## src/rtl/mem_access_stage_if.sv

```systemverilog
// Data-memory request/acknowledge bus between the MEM stage (master) and data memory (slave).
interface mem_access_stage_if;
  logic        mem_req;
  logic        mem_we;
  logic [31:0] mem_addr;
  logic [31:0] mem_wdata;
  logic [3:0]  mem_be;
  logic        mem_ack;
  logic [31:0] mem_rdata;

  modport master (
    output mem_req, mem_we, mem_addr, mem_wdata, mem_be,
    input  mem_ack, mem_rdata
  );

  modport slave (
    input  mem_req, mem_we, mem_addr, mem_wdata, mem_be,
    output mem_ack, mem_rdata
  );
endinterface

```

## src/rtl/mem_access_stage.sv

```systemverilog
// MEM stage: issues loads/stores over req/ack, stalls upstream while pending, formats load data.
// Define MEM_BYTE_ACCESS_EN to enable byte (LDRB/STRB) lane handling; otherwise all accesses are words.
module mem_access_stage #(
  parameter int unsigned MAX_WAIT = 16
) (
  input  logic                      clk,
  input  logic                      reset,
  input  logic                      ex_valid,
  input  logic [31:0]               ex_addr,
  input  logic [31:0]               ex_store_data,
  input  logic [3:0]                ex_rd,
  input  logic                      ex_load,
  input  logic                      ex_store,
  input  logic                      ex_byte,
  input  logic                      ex_link,
  input  logic                      ex_wb_en,
  output logic                      stall,
  mem_access_stage_if.master        dmem,
  output logic [31:0]               dataMemOut,
  output logic [3:0]                rd_out,
  output logic                      link_out,
  output logic                      wb_en_out,
  output logic                      mem_err
);

`ifdef MEM_BYTE_ACCESS_EN
  localparam logic BYTE_EN = 1'b1;
`else
  localparam logic BYTE_EN = 1'b0;
`endif

  localparam int unsigned CW = (MAX_WAIT < 2) ? 1 : $clog2(MAX_WAIT);

  typedef enum logic [1:0] {IDLE, ACCESS, COMPLETE} state_t;

  state_t       state_q, state_d;
  logic [31:0]  addr_q, addr_d;
  logic [31:0]  wdata_q, wdata_d;
  logic [31:0]  rdata_q, rdata_d;
  logic [3:0]   rd_q, rd_d;
  logic         link_q, link_d;
  logic         wb_en_q, wb_en_d;
  logic         load_q, load_d;
  logic         store_q, store_d;
  logic         byte_q, byte_d;
  logic         abort_q, abort_d;
  logic         err_q, err_d;
  logic [CW-1:0] cnt_q, cnt_d;

  logic         mem_op;
  logic [31:0]  load_fmt;
  logic [7:0]   lane_byte;

  assign mem_op    = ex_valid & (ex_load | ex_store);
  assign lane_byte = dmem.mem_rdata[{addr_q[1:0], 3'b000} +: 8];
  assign load_fmt  = byte_q ? {24'h0, lane_byte} : dmem.mem_rdata;
  assign mem_err   = err_q;

  always_ff @(posedge clk) begin
    if (reset) begin
      state_q <= IDLE;
      addr_q  <= '0;
      wdata_q <= '0;
      rdata_q <= '0;
      rd_q    <= '0;
      link_q  <= 1'b0;
      wb_en_q <= 1'b0;
      load_q  <= 1'b0;
      store_q <= 1'b0;
      byte_q  <= 1'b0;
      abort_q <= 1'b0;
      err_q   <= 1'b0;
      cnt_q   <= '0;
    end else begin
      state_q <= state_d;
      addr_q  <= addr_d;
      wdata_q <= wdata_d;
      rdata_q <= rdata_d;
      rd_q    <= rd_d;
      link_q  <= link_d;
      wb_en_q <= wb_en_d;
      load_q  <= load_d;
      store_q <= store_d;
      byte_q  <= byte_d;
      abort_q <= abort_d;
      err_q   <= err_d;
      cnt_q   <= cnt_d;
    end
  end

  always_comb begin
    state_d = state_q;
    addr_d  = addr_q;
    wdata_d = wdata_q;
    rdata_d = rdata_q;
    rd_d    = rd_q;
    link_d  = link_q;
    wb_en_d = wb_en_q;
    load_d  = load_q;
    store_d = store_q;
    byte_d  = byte_q;
    abort_d = abort_q;
    err_d   = err_q;
    cnt_d   = cnt_q;

    stall          = 1'b0;
    dmem.mem_req   = 1'b0;
    dmem.mem_we    = 1'b0;
    dmem.mem_addr  = '0;
    dmem.mem_wdata = '0;
    dmem.mem_be    = '0;
    dataMemOut     = addr_q;
    rd_out         = rd_q;
    link_out       = link_q;
    wb_en_out      = 1'b0;

    unique case (state_q)
      IDLE: begin
        dataMemOut = ex_addr;
        rd_out     = ex_rd;
        link_out   = ex_link;
        wb_en_out  = ex_valid & ex_wb_en;
        if (mem_op) begin
          stall     = 1'b1;
          wb_en_out = 1'b0;
          addr_d    = ex_addr;
          wdata_d   = ex_store_data;
          rd_d      = ex_rd;
          link_d    = ex_link;
          wb_en_d   = ex_wb_en;
          // load+store together behaves as a store, so it never writes back
          load_d    = ex_load & ~ex_store;
          store_d   = ex_store;
          byte_d    = ex_byte & BYTE_EN;
          abort_d   = 1'b0;
          rdata_d   = '0;
          cnt_d     = '0;
          state_d   = ACCESS;
        end
      end
      ACCESS: begin
        stall          = 1'b1;
        dmem.mem_req   = 1'b1;
        dmem.mem_we    = store_q;
        dmem.mem_addr  = {addr_q[31:2], 2'b00};
        dmem.mem_wdata = byte_q ? {4{wdata_q[7:0]}} : wdata_q;
        dmem.mem_be    = byte_q ? (4'b0001 << addr_q[1:0]) : 4'hF;
        if (dmem.mem_ack) begin
          rdata_d = load_fmt;
          state_d = COMPLETE;
        end else if (cnt_q == CW'(MAX_WAIT - 1)) begin
          err_d   = 1'b1;
          rdata_d = '0;
          abort_d = 1'b1;
          state_d = COMPLETE;
        end else begin
          cnt_d = cnt_q + 1'b1;
        end
      end
      COMPLETE: begin
        dataMemOut = load_q ? rdata_q : addr_q;
        wb_en_out  = wb_en_q & load_q & ~abort_q;
        state_d    = IDLE;
      end
      default: state_d = IDLE;
    endcase
  end

endmodule

```

## src/flat_wrapper.sv

```systemverilog
// flat-port wrapper written by rule: the top's interface ports become plain ports
module mem_access_stage_flat 
#(
  parameter int unsigned MAX_WAIT = 16
)
  (clk, reset, ex_valid, ex_addr, ex_store_data, ex_rd, ex_load, ex_store, ex_byte, ex_link, ex_wb_en, stall, dataMemOut, rd_out, link_out, wb_en_out, mem_err, dmem_mem_req, dmem_mem_we, dmem_mem_addr, dmem_mem_wdata, dmem_mem_be, dmem_mem_ack, dmem_mem_rdata);
  mem_access_stage_if dmem_i ();
  input  logic clk;
  input  logic reset;
  input  logic ex_valid;
  input  logic [31:0] ex_addr;
  input  logic [31:0] ex_store_data;
  input  logic [3:0] ex_rd;
  input  logic ex_load;
  input  logic ex_store;
  input  logic ex_byte;
  input  logic ex_link;
  input  logic ex_wb_en;
  output logic stall;
  output logic [31:0] dataMemOut;
  output logic [3:0] rd_out;
  output logic link_out;
  output logic wb_en_out;
  output logic mem_err;
  output wire logic [$bits(dmem_i.mem_req)-1:0] dmem_mem_req;
  output wire logic [$bits(dmem_i.mem_we)-1:0] dmem_mem_we;
  output wire logic [$bits(dmem_i.mem_addr)-1:0] dmem_mem_addr;
  output wire logic [$bits(dmem_i.mem_wdata)-1:0] dmem_mem_wdata;
  output wire logic [$bits(dmem_i.mem_be)-1:0] dmem_mem_be;
  input wire logic [$bits(dmem_i.mem_ack)-1:0] dmem_mem_ack;
  input wire logic [$bits(dmem_i.mem_rdata)-1:0] dmem_mem_rdata;
  assign dmem_mem_req = dmem_i.mem_req;
  assign dmem_mem_we = dmem_i.mem_we;
  assign dmem_mem_addr = dmem_i.mem_addr;
  assign dmem_mem_wdata = dmem_i.mem_wdata;
  assign dmem_mem_be = dmem_i.mem_be;
  assign dmem_i.mem_ack = dmem_mem_ack;
  assign dmem_i.mem_rdata = dmem_mem_rdata;
  mem_access_stage #(.MAX_WAIT(MAX_WAIT)) u_core (.clk(clk), .reset(reset), .ex_valid(ex_valid), .ex_addr(ex_addr), .ex_store_data(ex_store_data), .ex_rd(ex_rd), .ex_load(ex_load), .ex_store(ex_store), .ex_byte(ex_byte), .ex_link(ex_link), .ex_wb_en(ex_wb_en), .stall(stall), .dmem(dmem_i), .dataMemOut(dataMemOut), .rd_out(rd_out), .link_out(link_out), .wb_en_out(wb_en_out), .mem_err(mem_err));
endmodule
```

## config.mk

```make
export PLATFORM = sky130hd
export DESIGN_NAME = mem_access_stage_flat
export DESIGN_NICKNAME = d
export VERILOG_FILES = /design/src/rtl/mem_access_stage_if.sv /design/src/rtl/mem_access_stage.sv /design/src/flat_wrapper.sv
export SDC_FILE = /design/constraint.sdc
export NUM_CORES = 1
export LEC_CHECK = 0
export ABC_CLOCK_PERIOD_IN_PS = 1400
export BUFFER_PORTS_ARGS = -buffer_cell sky130_fd_sc_hd__clkbuf_2
export CAP_MARGIN = 5
export CORE_MARGIN = 3
export CORE_UTILIZATION = 45
export CTS_BUF_LIST = sky130_fd_sc_hd__clkbuf_8
export CTS_CLUSTER_DIAMETER = 40
export DETAILED_ROUTE_END_ITERATION = 8
export GPL_TIMING_DRIVEN = 0
export MAX_ROUTING_LAYER = met4
export PLACE_DENSITY = 0.83
export SETUP_SLACK_MARGIN = 0.2
export SLEW_MARGIN = 20
export SYNTH_ARGS = -nofsm -noshare
export SYNTH_HDL_FRONTEND = slang
export SYNTH_SLANG_ARGS = --single-unit
export TNS_END_PERCENT = 30
```

## constraint.sdc

```tcl
create_clock -name clk -period 1.4 [get_ports clk]
set_input_delay 0.07 -clock clk [delete_from_list [all_inputs] [get_ports clk]]
set_output_delay 0.07 -clock clk [all_outputs]
set_load 0.01 [all_outputs]
```

# After elaboration in Yosys (flattened, before gate mapping)

Cells that the tools add are included.

Logic and storage cells: 67
Register bits after elaboration: 112

Bitwise operators: 9
Equal/unequal tests: 8
Muxes and demuxes: 29
Reductions and logical operators: 8
$add $sub $neg: 1

Operators with widths:

| operator            | number |
|---|---|
| $mux 32             | 6 |
| $pmux 32 s2         | 2 |
| $mux 4              | 5 |
| $mux 1              | 8 |
| $pmux 4 s2          | 1 |
| $reduce_and 4->1    | 2 |
| $mux 2              | 3 |
| $pmux 1 s2          | 3 |
| $reduce_and 3->1    | 2 |
| $and 1x1->1         | 5 |
| $add 4x1->4 const B | 1 |
| $eq 4x4->1 const B  | 1 |
| $ne 2x1->1 const B  | 2 |
| $ne 2x2->1 const B  | 2 |
| $pmux 2 s2          | 1 |
| $reduce_and 2->1    | 2 |
| $ne 3x2->1 const B  | 1 |
| $not 1->1           | 3 |
| $eq 2x1->1 const B  | 1 |
| $eq 2x2->1 const B  | 1 |
| $logic_not 2->1     | 1 |
| $reduce_bool 2->1   | 1 |
| $or 1x1->1          | 1 |

# Longest topological paths before layout

Gate-level depths: netlist of run 1.

Depth after elaboration: 4
Mapped depth: 6
Depth with buffers taken out: 4

# Least setup slack after synthesis of run 1

OpenSTA, ideal clock, no wires.

Path type: register to register
Start point: reg u_core.cnt_q[0]
End point: reg u_core.rdata_q[10]
Path slack: -0.115 ns
Path buffers: 2
Period minus slack after synthesis: 1.515 ns
Stages on the path, launching flop included: 7
Data required time: 1.283 ns
Arrival: 1.398 ns
Cell sequence: dfxtp_1 -> ha_1 -> and3_1 -> clkbuf_2 -> o221ai_4 -> buf_6 -> a32o_1

Cells in the longest elaborated chain, start to end: 3

RTL lines:

| element                           | RTL line                | RTL |
|---|---|---|
| start: declaration                | mem_access_stage.sv:48  | `logic [CW-1:0] cnt_q, cnt_d;` |
| start signal: assignment          | mem_access_stage.sv:87  | `cnt_q <= cnt_d;` |
| $eq 4x4->1                        | mem_access_stage.sv:151 | `end else if (cnt_q == CW'(MAX_WAIT - 1)) begin` |
| $ne 3x2->1 (no source line)       | --                      |  |
| $reduce_and 3->1 (no source line) | --                      |  |
| end signal: assignment            | mem_access_stage.sv:78  | `rdata_q <= rdata_d;` |
| end: declaration                  | mem_access_stage.sv:39  | `logic [31:0] rdata_q, rdata_d;` |

Every way passes these cells.
A chain may end at the register's enable or synchronous reset.

# Final worst setup path of run 1

Start point: reg u_core.state_q[0]
End point: out dataMemOut[30]

Cells in the longest elaborated chain, start to end: 2
Elaborated cells between the ends (all ways): 3
Classes of those cells: eq/ne: 1; mux: 1; reduce/logical: 1

RTL lines:

| element                                              | RTL line                | RTL |
|---|---|---|
| start: declaration                                   | mem_access_stage.sv:36  | `state_t state_q, state_d;` |
| start signal: assignment                             | mem_access_stage.sv:75  | `state_q <= state_d;` |
| $eq 2x2->1 / $logic_not 2->1 (equally long branches) | mem_access_stage.sv:117 | `unique case (state_q)` |
| $pmux 32 s2 (*)                                      | mem_access_stage.sv:117 |  |
| end: declaration                                     | flat_wrapper.sv:20      | `output logic [31:0] dataMemOut;` |

Mark *: on every way between the ends. The rest lies on a longest branch, timed or not.

==> results of run 1 <==
## repair_timing
item                                    in CTS  in global routing
hold endpoints to repair                   103                  0
endpoints found under the setup margin     219                219
hold buffers                               104                  0
gates cloned                                 7                  4
gates resized for setup                    140                258
pin swaps                                   24                 28
setup buffers                               19                 16
## layout by cell type (no fill, tap or decap), drive strengths merged, types with 2 or more instances in the layout
| cell type | n |
|---|---|
| o2bb2ai | 15 |
| and3 | 2 |
| nor2 | 5 |
| buf | 170 |
| o22ai | 2 |
| bufinv | 2 |
| dfxtp | 112 |
| or3 | 2 |
| and2 | 64 |
| inv | 3 |
| nand2 | 17 |
| clkinv | 4 |
| clkbuf | 182 |
| o221ai | 2 |
| a21oi | 79 |
| conb | 2 |
| a22oi | 48 |
| dlygate4sd3 | 104 |
| a32o | 32 |
| o21ai | 93 |
| nand3 | 73 |
## through the flow
step,area [sq um],utilization [%]
4_1_cts,8590,74.3
6_report,9380,81.1
3_5_place_dp,6690,57.8
2_1_floorplan,5440,-
3_3_place_gp,6690,57.8
5_1_grt,9380,81.1
## flip-flops by register name, indices dropped and copies added, names as in the netlist
| register | count |
|---|---|
| u_core.addr_q | 32 |
| u_core.rdata_q | 32 |
| u_core.wdata_q | 32 |
| u_core.cnt_q | 4 |
| u_core.rd_q | 4 |
| u_core.state_q | 2 |
| u_core.abort_q | 1 |
| u_core.link_q | 1 |
| u_core.load_q | 1 |
| u_core.mem_err | 1 |
| u_core.store_q | 1 |
| u_core.wb_en_q | 1 |
## critical path, stage by stage (launching register included)
cell,delay [ns]
dfxtp_2,0.38
buf_8,0.13
buf_4,0.11
clkbuf_1,0.44
o2bb2ai_1,0.18
clkbuf_2,0.17
## logic make-up (layout without fill, tap and decap cells)
kind of cell | count (synthesis) | in the layout | share of synthesized area, %
AO/OA/AOI/OAI | 277 | 277 | 32.9
multiplexers | 1 | 1 | 0.186
other | 1 | 2 | 0.0696
adder cells (fa/ha/maj) | 1 | 1 | 0.232
AND/OR/NAND/NOR | 171 | 171 | 17.3
flip-flops | 112 | 112 | 41.6
buffers and inverters | 86 | 466 | 7.64
## worst min path at each step
| stage | start | to | slack (ns) |
|---|---|---|---|
| 4_1_cts | dmem_mem_ack | u_core.state_q[1] | 0.01 |
| 3_5_place_dp | dmem_mem_rdata[23] | u_core.rdata_q[23] | 0.29 |
| 2_1_floorplan | dmem_mem_rdata[0] | u_core.rdata_q[0] | 0.20 |
| 3_3_place_gp | dmem_mem_rdata[7] | u_core.rdata_q[7] | 0.29 |
| 6_report | dmem_mem_ack | u_core.state_q[1] | 0.03 |
| 5_1_grt | dmem_mem_ack | u_core.state_q[1] | 0.03 |
## cell type report
cell class	count	area, sq um	area share (%)
Clock buffer	11	151	1.61
Timing Repair Buffer	364	2960	31.5
Buffer	81	739	7.89
Tap cell	143	179	1.91
Inverter	5	23.8	0.254
Sequential cell	112	2250	24.0
Multi-Input combinational cell	452	3000	32.0
Clock inverter	5	78.8	0.841
## layer usage
metal / routed length (um) / track usage [%] / up-vias
met5: 0 / - / -
met4: 807 / 13.2 / 0
met3: 2160 / 6.21 / 85
met2: 12000 / 54.4 / 538
li1: - / - / 3142
met1: 9230 / 38.6 / 3348
## report_power, final
part           switching (mW)  internal (mW)  leakage (nW)
clock network            1.18           1.11         0.119
logic                    1.14           1.15          3.00
registers               0.127           3.34         0.916
total                    2.44           5.60          4.04
==> impl_metrics.json, run 1 <==
{
  "outcome": "finished, violations left",
  "violations": "setup timing",
  "rsz0062_at_grt": "yes",
  "cts_tree": "built",
  "period_minus_slack_ns": 1.87,
  "synth_top_cell_area_share_pct": 41.6,
  "dp.final_hpwl_um": 12900,
  "min_path_type": "input pin to flip-flop",
  "io_pins": 219,
  "netlist_top_cells_area": "dfxtp_1, o21ai_0, a21oi_1",
  "ir_drop_mv": 0.506,
  "synth-main-ff-cell": "dfxtp_1",
  "core_sq_um": 11600,
  "drtAntennaViolNets": 0,
  "drt_wl_total_um": 24200,
  "worst_r2r_endpoint": "u_core.cnt_q[0]",
  "worstPathRequired_ns": 1.33,
  "syn_area_per_cell_sq_um": 8.30,
  "clkSinkCount": 112,
  "yosysMostFrequentCell": "dfxtp_1",
  "via_per_inst": 6.06,
  "finalSetupViolCount": 214,
  "leakage_nw": 4.04,
  "max-slew-margin-rel_pct": 62.4,
  "cp-end-kind": "output pin",
  "maxCapViolations": 0,
  "endpoint": "dataMemOut[30]",
  "path_clk_slew_ns": 0.11,
  "seq_area_frac_synth_pct": 41.6,
  "drive_above_1_share_pct": 40.4,
  "timing.critical_path.fanout_max": 10,
  "die_w_um": 115,
  "wl_per_cell_um": 20.6,
  "nets": 1135,
  "setup_ws_ns": -0.470,
  "tns_ns": -62.87,
  "numCtsBuffers": 9,
  "drt_iter0_drc": 1030,
  "cp.arrival_ns": 1.80,
  "yosysTopAreaCell": "dfxtp_1",
  "grtUsageTotal_pct": 32.6,
  "place_congestion": 0.899,
  "fmax_ghz": 0.535,
  "initial_core_util_pct": 46.6,
  "dpl_worst_slack_ns": -0.381,
  "yosysUniqueCellTypes": 42,
  "cts_max_level": 3,
  "slew_viol_final": 0,
  "overflow": 0,
  "insertion_delay_ns": 0.38,
  "min_path_cells": 2,
  "reg2reg_slack_ns": -0.41,
  "path_class": "flip-flop to output pin",
  "synth-seq-cells": 112,
  "synth_common_cells": "dfxtp_1, o21ai_0, a21oi_1, nand3_1, and2_1",
  "antenna_found_initial": 0,
  "powerDensity_nw_per_um2": 858,
  "die_area_sq_um": 13300,
  "finalPower_mw": 8.05,
  "rr_startpoint": "u_core.state_q[1]",
  "tightest_slew_ns": 0.564,
  "skew_ns": 0.00822,
  "ff2ff_path_depth": 6,
  "ys_async_sr_fraction_pct": 0,
  "root_buffer": "clkbuf_8",
  "grt_pass1_vias": 6769,
  "portBuffers": 214,
  "grt_pass1_wl_um": 33500,
  "syn_area_sq_um": 5390,
  "dpl.cell_count": 1007,
  "vias": 7113,
  "core.rowCount": 39,
  "whs_ns": 0.0297,
  "dr.pass1.iters": 8,
  "cp-start-kind": "flip-flop",
  "fp.dieH_um": 115,
  "drc": 0,
  "diodes": 0,
  "post-route-period-util_pct": 134,
  "cp-startpoint": "u_core.state_q[0]",
  "clockBufferDepth": 2,
  "synth-edff-count": 0,
  "yosys_warnings": 0,
  "netlist_instances": 649,
  "final.fill_count": 701,
  "hold_violations": 0,
  "syn_to_final_growth_pct": 74.1,
  "layout.cells.non_filler": 1173,
  "grt_start_max_net_pins": 18
}
(Power assumes the default switching activity.)
==> inputs of run 2 (changes only) <==
Settings changed: ABC_CLOCK_PERIOD_IN_PS 1400 to 1860, BUFFER_PORTS_ARGS -buffer_cell sky130_fd_sc_hd__clkbuf_2 to -buffer_cell sky130_fd_sc_hd__buf_2, CORE_UTILIZATION 45 to 50, PLACE_DENSITY 0.83 to 0.87.
Clock period 1.4 ns to 1.86 ns, I/O delays scaled along.
==> run 2 against run 1 <==
The run still ends with setup timing left. Combinational power down 26%. Register-to-register slack better by 0.46 ns. Utilization increased by 6.9 points. Total power is 27% lower. Final area down 2.3%. Routed wire length up 9.9%. Critical path depth grew 3. First-iteration DRC count grew 16%. Sequential power fell by 24%.
==> impl_metrics.json, run 2 (same netlist as run 1, synthesis figures left out) <==
{
  "tightest_slew_ns": 0.581,
  "core_sq_um": 10400,
  "max-slew-margin-rel_pct": 61.2,
  "nets": 1126,
  "antenna_found_initial": 1,
  "cts_tree": "built",
  "vias": 7504,
  "drt_iter0_drc": 1190,
  "min_path_type": "input pin to flip-flop",
  "cts_max_level": 3,
  "critPathSlowestCell": "dfxtp_2",
  "powerDensity_nw_per_um2": 641,
  "hold_violations": 0,
  "maxCapViolations": 0,
  "drt_wl_total_um": 26600,
  "insertion_delay_ns": 0.37,
  "skew_ns": 0.0156,
  "worstPathRequired_ns": 1.77,
  "fmax_ghz": 0.531,
  "drc": 0,
  "io_pins": 219,
  "path_clk_slew_ns": 0.11,
  "grt_pass1_vias": 6925,
  "final_cell_area_sq_um": 9160,
  "root_buffer": "clkbuf_8",
  "place_congestion": 0.891,
  "clockBufferDepth": 2,
  "timing.critical_path.fanout_max": 8,
  "top_regs": "u_core.addr_q x32, u_core.rdata_q x32, u_core.wdata_q x32",
  "violations": "setup timing",
  "core.rowCount": 37,
  "drtAntennaViolNets": 0,
  "via_per_inst": 6.48,
  "initial_core_util_pct": 51.7,
  "dp.final_hpwl_um": 13100,
  "grt_start_max_net_pins": 19,
  "setup_ws_ns": -0.0233,
  "leakage_nw": 3.91,
  "tns_ns": -0.0736,
  "die_area_sq_um": 12100,
  "grtUsageTotal_pct": 38.5,
  "cp-start-kind": "flip-flop",
  "path_class": "flip-flop to output pin",
  "wl_per_cell_um": 22.9,
  "period_minus_slack_ns": 1.88,
  "fp.dieH_um": 110,
  "cp_cell_sequence": "buf_6, buf_6, nor2_4, buf_6, buf_8, nand2_2, nand2_1, buf_2",
  "finalSetupViolCount": 6,
  "rsz0062_at_grt": "yes",
  "drive_above_1_share_pct": 42.2,
  "outcome": "finished, violations left",
  "grt_pass1_wl_um": 35200,
  "die_w_um": 110,
  "slowest_delay_ns": 0.33,
  "cp.arrival_ns": 1.79,
  "portBuffers": 214,
  "dpl_worst_slack_ns": -0.148,
  "final_cell_mix": "buf_2, dfxtp_1, dlygate4sd3_1",
  "dr.pass1.iters": 8,
  "place_area_sq_um": 6630,
  "final_common_cell": "buf_2",
  "numCtsBuffers": 9,
  "slew_viol_final": 0,
  "ir_drop_mv": 0.503,
  "cpMostUsedCell": "buf_6",
  "cp-end-kind": "output pin",
  "syn_to_final_growth_pct": 70.1,
  "overflow": 0,
  "post-route-period-util_pct": 101,
  "clkSinkCount": 112
}
==> run 2: worst max-delay path, delay by kind of cell (launching register included) <==
| family | cells | cell delay [ns] |
|---|---|---|
| buffers and inverters | 5 | 0.73 |
| and+or+nand+nor | 3 | 0.35 |
| DFF | 1 | 0.33 |
==> run 2: layout make-up <==
cell class | instances | area (sq um)
clock inverters | 6 | 66.3
well taps | 136 | 170
clock buffers | 10 | 138
flip-flops and latches | 112 | 2250
inverters | 5 | 23.8
plain buffers | 81 | 623
fillers | 481 | 1260
diodes | 1 | 2.50
repair buffers | 355 | 2760
multi-input cells | 452 | 3130
==> run 2: final timing paths <==
| path | end | depth (start not counted) | slack [ns] | startpoint |
|---|---|---|---|---|
| worst max-delay path | rd_out[0] | 8 | -0.02 | u_core.state_q[1] |
| worst min-delay path | u_core.addr_q[25] | 3 | 0.03 | ex_addr[25] |
| worst max register to register | u_core.rdata_q[2] | 6 | 0.05 | u_core.state_q[1] |
| worst min register to register | u_core.wdata_q[20] | 2 | 0.48 | u_core.wdata_q[20] |
==> run 2: power by group <==
| part | total (mW) | internal, mW | switching (mW) | leakage [nW] |
|---|---|---|---|---|
| Combinational | 1.70 | 0.800 | 0.900 | 2.89 |
| Sequential | 2.62 | 2.52 | 0.102 | 0.916 |
| Clock | 1.55 | 0.667 | 0.882 | 0.101 |
| Total | 5.87 | 3.98 | 1.88 | 3.91 |
==> run 2: what timing repair did <==
item / CTS / global route
endpoints found under the hold margin: 100 / 0
gates resized for setup: 129 / 171
buffers inserted: 13 / 17
setup endpoints to repair: 137 / 141
cloned: 7 / 4
pin swaps: 37 / 61
hold buffers: 100 / 0
==> run 2: per-stage QoR <==
stage / util (%) / hold WS, ns / cells / total power [mW]
2_1_floorplan: - / 0.219 / 650 / 3.24
3_3_place_gp: 63.7 / 0.305 / 1000 / 3.66
3_5_place_dp: 63.7 / 0.307 / 1000 / 3.68
4_1_cts: 81.4 / 0.00252 / 1136 / 5.47
5_1_grt: 87.9 / 0.0204 / 1158 / 6.05
6_report: 87.9 / 0.0255 / 1158 / 5.87
==> run 2: routing by layer <==
layer / vias to the layer above / GRT usage [%] / wire length, um
li1: 3127 / - / -
met1: 3444 / 43.3 / 9010
met2: 733 / 62.9 / 12700
met3: 200 / 7.05 / 2990
met4: 0 / 24.7 / 1870
met5: - / - / 0
